===== src/rtl/crc_check_sched.sv =====
// Round-robin front end that time-shares one CRC-4 checker among N_REQ clients.
// It handles one job at a time: it grants one client, runs the checker, reports the result, then clears the checker for a cycle.
module crc_check_sched #(
  parameter int N_REQ   = 4,
  parameter int TIMEOUT = 15,
  parameter int CNT_W   = 16,
  localparam int ID_W   = (N_REQ > 1) ? $clog2(N_REQ) : 1
) (
  input  logic               clk,
  input  logic               rst_n,
  input  logic [N_REQ-1:0]   req,
  input  logic [8*N_REQ-1:0] req_data,
  output logic [N_REQ-1:0]   gnt,
  output logic               rsp_valid,
  output logic [ID_W-1:0]    rsp_id,
  output logic [3:0]         rsp_data,
  output logic               rsp_ok,
  output logic               rsp_timeout,
  output logic               busy,
  output logic [CNT_W-1:0]   err_count,
  output logic               chk_start,
  output logic [7:0]         chk_data,
  input  logic               chk_ready,
  input  logic               chk_valid,
  input  logic [3:0]         chk_nibble
);

  localparam int TM_W = $clog2(TIMEOUT);

  typedef enum logic [1:0] {S_IDLE, S_RUN, S_CLEAR} state_t;

  state_t             state_q, state_d;
  logic [ID_W-1:0]    ptr_q, ptr_d;
  logic [TM_W-1:0]    timer_q, timer_d;
  logic [N_REQ-1:0]   gnt_q, gnt_d;
  logic               rsp_valid_q, rsp_valid_d;
  logic [ID_W-1:0]    rsp_id_q, rsp_id_d;
  logic [3:0]         rsp_data_q, rsp_data_d;
  logic               rsp_ok_q, rsp_ok_d;
  logic               rsp_timeout_q, rsp_timeout_d;
  logic               busy_q, busy_d;
  logic [CNT_W-1:0]   err_count_q, err_count_d;
  logic               chk_start_q, chk_start_d;
  logic [7:0]         chk_data_q, chk_data_d;

  logic               win_found;
  logic [ID_W-1:0]    win_id;
  logic [7:0]         win_data;
  logic               tmo_hit;

  assign tmo_hit = (timer_q == TM_W'(TIMEOUT - 1));

  // Scan starts one past the last winner so every client gets a turn.
  always_comb begin : arb
    int idx;
    idx       = 0;
    win_found = 1'b0;
    win_id    = ptr_q;
    win_data  = 8'h00;
    for (int i = 1; i <= N_REQ; i++) begin
      idx = int'(ptr_q) + i;
      if (idx >= N_REQ) idx = idx - N_REQ;
      if (!win_found && req[idx]) begin
        win_found = 1'b1;
        win_id    = ID_W'(idx);
        win_data  = req_data[8*idx +: 8];
      end
    end
  end

  always_ff @(posedge clk or negedge rst_n) begin
    if (!rst_n) state_q <= S_IDLE;
    else        state_q <= state_d;
  end

  always_comb begin
    state_d = state_q;
    case (state_q)
      S_IDLE:  if (win_found) state_d = S_RUN;
      S_RUN:   if (chk_ready || tmo_hit) state_d = S_CLEAR;
      S_CLEAR: state_d = S_IDLE;
      default: state_d = S_IDLE;
    endcase
  end

  always_comb begin
    ptr_d         = ptr_q;
    timer_d       = timer_q;
    gnt_d         = '0;
    rsp_valid_d   = 1'b0;
    rsp_id_d      = rsp_id_q;
    rsp_data_d    = rsp_data_q;
    rsp_ok_d      = rsp_ok_q;
    rsp_timeout_d = rsp_timeout_q;
    chk_start_d   = chk_start_q;
    chk_data_d    = chk_data_q;
    err_count_d   = err_count_q;
    case (state_q)
      S_IDLE: begin
        if (win_found) begin
          gnt_d       = N_REQ'(1) << win_id;
          chk_data_d  = win_data;
          rsp_id_d    = win_id;
          ptr_d       = win_id;
          chk_start_d = 1'b1;
          timer_d     = '0;
        end
      end
      S_RUN: begin
        timer_d = timer_q + 1'b1;
        // A ready checker beats a timeout landing on the same cycle.
        if (chk_ready) begin
          rsp_valid_d   = 1'b1;
          rsp_data_d    = chk_nibble;
          rsp_ok_d      = chk_valid;
          rsp_timeout_d = 1'b0;
          chk_start_d   = 1'b0;
        end else if (tmo_hit) begin
          rsp_valid_d   = 1'b1;
          rsp_data_d    = 4'h0;
          rsp_ok_d      = 1'b0;
          rsp_timeout_d = 1'b1;
          chk_start_d   = 1'b0;
        end
      end
      default: chk_start_d = 1'b0;
    endcase
    if (rsp_valid_d && !rsp_ok_d && (err_count_q != {CNT_W{1'b1}}))
      err_count_d = err_count_q + 1'b1;
    busy_d = (state_d != S_IDLE);
  end

  always_ff @(posedge clk or negedge rst_n) begin
    if (!rst_n) begin
      ptr_q         <= ID_W'(N_REQ - 1);
      timer_q       <= '0;
      gnt_q         <= '0;
      rsp_valid_q   <= 1'b0;
      rsp_id_q      <= '0;
      rsp_data_q    <= 4'h0;
      rsp_ok_q      <= 1'b0;
      rsp_timeout_q <= 1'b0;
      busy_q        <= 1'b0;
      err_count_q   <= '0;
      chk_start_q   <= 1'b0;
      chk_data_q    <= 8'h00;
    end else begin
      ptr_q         <= ptr_d;
      timer_q       <= timer_d;
      gnt_q         <= gnt_d;
      rsp_valid_q   <= rsp_valid_d;
      rsp_id_q      <= rsp_id_d;
      rsp_data_q    <= rsp_data_d;
      rsp_ok_q      <= rsp_ok_d;
      rsp_timeout_q <= rsp_timeout_d;
      busy_q        <= busy_d;
      err_count_q   <= err_count_d;
      chk_start_q   <= chk_start_d;
      chk_data_q    <= chk_data_d;
    end
  end

  assign gnt         = gnt_q;
  assign rsp_valid   = rsp_valid_q;
  assign rsp_id      = rsp_id_q;
  assign rsp_data    = rsp_data_q;
  assign rsp_ok      = rsp_ok_q;
  assign rsp_timeout = rsp_timeout_q;
  assign busy        = busy_q;
  assign err_count   = err_count_q;
  assign chk_start   = chk_start_q;
  assign chk_data    = chk_data_q;

endmodule


===== config.mk =====
export PLATFORM = sky130hd
export DESIGN_NAME = crc_check_sched
export DESIGN_NICKNAME = d
export VERILOG_FILES = /design/src/rtl/crc_check_sched.sv
export SDC_FILE = /design/constraint.sdc
export NUM_CORES = 1
export LEC_CHECK = 0
export BUFFER_PORTS_ARGS = -buffer_cell sky130_fd_sc_hd__buf_2
export CELL_PAD_IN_SITES_DETAIL_PLACEMENT = 0
export CELL_PAD_IN_SITES_GLOBAL_PLACEMENT = 1
export CORE_ASPECT_RATIO = 0.7
export CORE_MARGIN = 2
export CORE_UTILIZATION = 42
export CTS_CLUSTER_SIZE = 14
export DETAILED_ROUTE_END_ITERATION = 10
export PLACE_DENSITY_LB_ADDON = 0.1
export SETUP_SLACK_MARGIN = 0.3
export SLEW_MARGIN = 25
export SYNTH_ARGS = -nofsm -noshare
export SYNTH_HDL_FRONTEND = slang
export SYNTH_SLANG_ARGS = --single-unit

===== constraint.sdc =====
create_clock -name clk -period 3.6 [get_ports clk]
set_input_delay 0.54 -clock clk [delete_from_list [all_inputs] [get_ports clk]]
set_output_delay 0.54 -clock clk [all_outputs]
set_load 0.02 [all_outputs]

==> After elaboration in Yosys (flattened, before gate mapping) <==
Index checks and enable logic that the tools add are counted.
{ "totals": {"inputBits": 44, "latchBits": 0, "mem_bits_ro": 0, "ramBits": 0, "regBits": 47, "memories": 0} }
{ "op_classes": {"reduce_logical": 18, "muxes": 49, "n_lt_le_gt_ge": 8, "shift": 5, "add_sub_neg": 10, "n_eq_ne": 5, "bitwise_logic": 0, "n_div": 0, "n_mul": 0} }
{ "ops": {"columns": ["cell", "n"], "rows": [
  ["< comparator 32 x 4 -> 1 bit (second input constant)", 4],
  ["2-to-1 mux 32 bit", 4],
  ["indexed part select 32 x 32 -> 8 bit", 4],
  ["2-to-1 mux 8 bit", 4],
  ["2-to-1 mux 1 bit", 23],
  ["2-to-1 mux 4 bit", 5],
  ["adder 16 x 1 -> 16 bit (second input constant)", 1],
  ["inequality test 16 bit (second input constant)", 1],
  ["2-to-1 mux 2 bit", 6],
  ["subtractor 3 x 3 -> 4 bit (second input constant)", 3],
  ["greater-or-equal comparator 3 bit (second input constant)", 3],
  ["binary-select mux 1 bit (select 2 bit)", 4],
  ["case mux 4 bit (2 select lines)", 1],
  ["AND reduction 2 bit", 4],
  ["adder 2 x 2 -> 3 bit (second input constant)", 2],
  ["nonzero test 2 bit", 3],
  ["logical AND 1 bit", 5],
  ["subtractor 4 x 3 -> 5 bit (second input constant)", 1],
  ["adder 2 x 3 -> 4 bit (second input constant)", 1],
  ["adder 4 x 1 -> 4 bit (second input constant)", 1],
  ["== test 4 bit (second input constant)", 1],
  ["greater-or-equal comparator 4 x 3 -> 1 bit (second input constant)", 1],
  ["logical NOT 1 bit", 4],
  ["case mux 2 bit (2 select lines)", 1],
  ["8 further kinds", 8]
]} }

==> Logic depth before layout (Yosys ltp) <==
{ "depth": {"depth_word": 19, "mapped_depth": 10, "depth_no_buf": 7} }

==> Worst setup path before layout <==
OpenSTA, ideal clock, no wires.
{ "synth_timing": {"kind": "register -> register", "start": "reg ptr_q[0]", "end": "reg chk_data_q[0] (netlist: chk_data[0])", "arrival_ns": 2.442, "path_slack_ns": 1.032, "t_required_ns": 3.474, "stages_incl_launch_ff": 10, "setup_ns": 0.126, "period_less_slack_ns": 2.568, "cell_sequence": "dfstp_2 > buf_6 > buf_4 > inv_1 > ha_1 > buf_2 > clkbuf_1 > mux4_2 > a21boi_0 > a21oi_1"} }
{ "synth_between": {"elab_chain_cells": 17, "word_cells_on_any_way": 47, "classes_between": "8 x add/sub; 4 x order compare; 4 x shift; 24 x mux; 7 x reduce/logical"} }
{ "synth_rtl": {"columns": ["element", "line_no", "source"], "rows": [
  ["start: declaration", "33", "logic [ID_W-1:0] ptr_q, ptr_d;"],
  ["start signal: assignment", "135", "ptr_q <= ID_W'(N_REQ - 1);"],
  ["start signal: assignment", "148", "ptr_q <= ptr_d;"],
  ["adder 2 x 1 -> 3 bit", "61", "idx = int'(ptr_q) + i;"],
  ["subtractor 3 x 3 -> 4 bit / greater-or-equal comparator 3 bit (equally long branches)", "62", "if (idx >= N_REQ) idx = idx - N_REQ;"],
  ["2-to-1 mux 32 bit", "62", null],
  ["binary-select mux 1 bit (select 2 bit)", "63", "if (!win_found && req[idx]) begin"],
  ["2-to-1 mux 1 bit (implied by the code) (2 in a row)", "63", null],
  ["2-to-1 mux 1 bit", "63", null],
  ["logical NOT 1 bit", "63", null],
  ["logical AND 1 bit", "63", null],
  ["2-to-1 mux 1 bit", "63", null],
  ["logical NOT 1 bit", "63", null],
  ["logical AND 1 bit", "63", null],
  ["2-to-1 mux 1 bit", "63", null],
  ["logical NOT 1 bit", "63", null],
  ["logical AND 1 bit", "63", null],
  ["2-to-1 mux 1 bit", "63", null],
  ["AND reduction 2 bit (no source line)", null, null],
  ["end signal: assignment", "159", "chk_data_q <= chk_data_d;"],
  ["end: declaration", "44", "logic [7:0] chk_data_q, chk_data_d;"]
]} }
Parallel ways exist; a longest one is shown, timed or not. The select of a mux whose other input is x is not followed.
A chain may end at the register's enable or synchronous reset.

==> Final worst setup path <==
{ "layout_timing": {"start": "reg ptr_q[0]", "end": "reg chk_data_q[4] (netlist: chk_data[4])"} }
Same word-level chain as after synthesis.

==> flow_summary_export.csv <==
group,metric,value,unit
outcome,run_status,"finished clean",
die,io_pins,83,
synthesis,async_reset_ff_share,100,%
clock_tree,cts_hold_buffers,0,
critical_path,path_cells,"buf_4, mux4_2, nor2b_4, and3_1, a22oi_1, a21oi_1",
critical_path,reg2reg_depth,6,
cells_and_area,final_layout_size_suffix_gt1_share,38.5,%
critical_path,startpoint_type,"flop",
critical_path,endpoint_kind,"flop",
placed_design,buffer_ports.inserted,82,
critical_path,slowest_stage,"buf_4",
worst_hold_path,worstHoldPathType,"input port to async pin",
clock_tree,clock_tree.htree_level_count,2,
placed_design,detailed_placer_s_ending_hpwl,5.62,mm
critical_path,required_time_at_the_endpoint_of_the_critical_path,3.78,ns
detailed_routing,route.final.wire_length,7.90,mm
die,die_width,110,um
critical_path,crit_type,"flop to flop",
synthesis,synth_enable_flop_cells,0,
die,die_h,77.9,um
cells_and_area,num_antenna_cells,0,
synthesis,syn-num-nets,342,
synthesis,synth_top_area_cell,"dfrtp_1",
detailed_routing,detailed_route_iter0_violations,108,
flow_run,max_cap_violations,0,
detailed_routing,detailedRoute.firstPassIterationCount,4,
synthesis,postSynthCellCount,290,
clock_tree,clk_transition_reported_paths,0.09,ns
grt,globalRoute.totalOverflow,0,
critical_path,maximum_fanout_encountered_on_the_critical_timing_path,55,
sta,report.final.setup_viol,0,
placed_design,final_gp_congestion,0.761,
sta,final_period_minus_worst_setup_slack,2.78,ns
detailed_routing,routedWlPerCell,17.1,um
die,die-area,0.00853,mm^2
clock_tree,clock-sinks,47,
grt,overall_routing_resource_usage,19.2,%
sta,fin_worst_skew,0.00531,ns
cells_and_area,area_of_combinational_cells_with_multiple_inputs,0.00196,mm^2
power_and_ir_drop,leakagePower,1.83,nW
sta,timing.final.crit_share,77.2,%
detailed_routing,drc_errors,0,
detailed_routing,vias_per_cell,5.70,
placed_design,postPlaceCellArea,0.00375,mm^2
critical_path,crit_arrival,2.96,ns
critical_path,rr_endpoint,"chk_data[4]",
sta,rsz_0062_raised_after_global_routing,"false",
synthesis,synth_flop_cell,"dfrtp_1",
sta,max_freq,0.360,GHz
sta,setup-tns-final,0,ns
sta,slew-limit-headroom,45.6,%
synthesis,avg_cell_area_syn,11.3,um^2
cells_and_area,fin_nets,415,
placed_design,detailedPlace.worstSlack,0.821,ns
synthesis,yosys_warns,0,
synthesis,synth_top_area_share,34.4,%
cells_and_area,seqCellArea,0.00118,mm^2
clock_tree,numCtsBuffers,5,
critical_path,cp_slowest_stage_delay,0.63,ns
detailed_routing,drt.antenna.violating_nets,0,
die,fp.coreArea,0.00742,mm^2
critical_path,r2r-start,"ptr_q[0]",
cells_and_area,stdcell_area,0.00388,mm^2
detailed_routing,vias,2633,
power_and_ir_drop,irDropWorstVdd,866,uV
clock_tree,post_cts_resized,0,
grt,via_count_of_the_first_global_routing_pass,2485,
clock_tree,post_cts_setup_repair_buffer_count,0,
grt,grt_max_degree,56,
synthesis,synth_seq_area_share,36.0,%
clock_tree,insertion_delay,0.30,ns
synthesis,yosys_register_bits,47,
critical_path,ff2ff_setup_slack,0.82,ns
sta,worst_case_setup_margin_in_the_final_layout,0.820,ns
die,start_util,44.1,%
clock_tree,clk_root_buffer_cell,"clkbuf_8",
grt,grt_pass1_wl,12.9,mm
sta,timing.final.max_slew_violations,0,
power_and_ir_drop,power_density,886,mW/mm^2
clock_tree,cts-root-to-sink-buffers,2,
sta,hold_viol_final,0,
die,std_cell_rows,26,
synthesis,post_synth_main_area_contributors,"dfrtp_1, mux4_2, mux2i_1",
synthesis,mappedNetlistArea,0.00327,mm^2
synthesis,synth.distinct_cells,47,
sta,timing_worst_slew_pin_value,0.816,ns
clock_tree,cts_tree,"yes",
grt,initial_antenna_violation_count,0,
cells_and_area,layout_overhead_on_the_synthesized_area,18.6,%
cells_and_area,filler_cell_count,675,
[synthesized netlist by cell type (all sizes together), types with 2 or more instances]
library cell / number
nor3b: 3
dfstp: 2
dfrtp: 45
inv: 7
buf: 15
xnor2: 9
nor2b: 2
a21oi: 12
ha: 8
mux4: 26
a21boi: 8
nor2: 21
o22ai: 8
o211ai: 4
mux2i: 21
o21ai: 3
a22o: 6
nand4: 4
nand2: 15
clkbuf: 7
and3: 7
xor2: 7
a31oi: 10
and4: 3
nand2b: 2
and3b: 2
nor3: 4
mux2: 7
nand3: 6
a22oi: 8
[logic make-up after synthesis]
logic type / count (synthesis) / synth area share [%]
AND/OR/NAND/NOR: 73 / 11.9
AO/OA/AOI/OAI: 63 / 13.6
multiplexers: 54 / 26.7
flip-flops: 47 / 36.0
buffers and inverters: 29 / 4.17
XOR/XNOR: 16 / 4.51
adder cells (fa/ha/maj): 8 / 3.06
[cells in the final DEF (no fill, tap or decap), drive strengths merged, types with 3 or more instances in the layout]
cell / netlist / layout
and4: 3 / 3
nor3: 4 / 4
o22ai: 8 / 8
a22o: 6 / 6
mux2i: 21 / 21
a21oi: 12 / 12
dfrtp: 45 / 45
nand4: 4 / 4
clkbuf: 7 / 6
o21ai: 3 / 3
xor2: 7 / 7
nand3: 6 / 6
mux4: 26 / 26
and3: 7 / 7
nor2: 21 / 21
o211ai: 4 / 4
a22oi: 8 / 8
a31oi: 10 / 10
a21boi: 8 / 8
buf: 15 / 88
nor3b: 3 / 3
xnor2: 9 / 9
nand2: 15 / 15
ha: 8 / 8
mux2: 7 / 7
inv: 7 / 7
[worst max-delay path: cells and delay by family, from the launching register on]
kind	cells	cell delay, ns
buffers and inverters	1	0.63
multiplexers	1	0.59
flip-flops	1	0.56
AND/OR/NAND/NOR	2	0.46
AO/OA/AOI/OAI	2	0.41
[metal layers]
metal  global-route usage, %  vias to the layer above  routed length, um
met1                    29.9                     1314               4030
met4                    3.16                        0                 68
met2                    27.0                       62               3350
li1                        -                     1250                  -
met3                    4.71                        7                450
met5                       0                        -                  0
[metrics by stage]
step / utilization (%) / total power, mW / hold WS [ns] / std cells
2_1_floorplan: - / 2.51 / 0.244 / 290
3_3_place_gp: 50.5 / 2.95 / 0.473 / 454
3_5_place_dp: 50.6 / 2.99 / 0.477 / 454
4_1_cts: 52.3 / 3.47 / 0.276 / 462
5_1_grt: 52.3 / 3.70 / 0.287 / 462
6_report: 52.3 / 3.44 / 0.253 / 462
[worst max path at each step]
stage,from,endpoint,depth (start not counted)
after detailed placement,ptr_q[0],chk_data[4],6
final,ptr_q[0],chk_data[4],6
after CTS,ptr_q[0],chk_data[4],6
after floorplan,ptr_q[0],chk_data[0],9
after global routing,ptr_q[0],chk_data[4],6
after global placement,ptr_q[0],chk_data[4],6
[state kept, by name, indices dropped and copies added, names as in the netlist]
register     cells
rsp_timeout      1
err_count       16
gnt              4
rsp_ok           1
rsp_id           2
chk_start        1
timer_q          4
rsp_valid        1
ptr_q            2
rsp_data         4
state_q          2
chk_data         8
busy             1
[area by class of cell]
class                   instances  area share (%)
clock buffers                   6            1.87
inverters                       7           0.677
repair buffers                 88            11.8
well taps                      98            3.16
flip-flops and latches         47            30.4
clock inverters                 2            1.55
multi-input cells             214            50.6
[where the power goes]
part           internal [mW]  total, mW  switching [mW]
Sequential             0.722      0.848           0.127
Combinational          0.950       2.13            1.18
Clock                  0.278      0.464           0.187
Power figures use the tool's default switching activity.
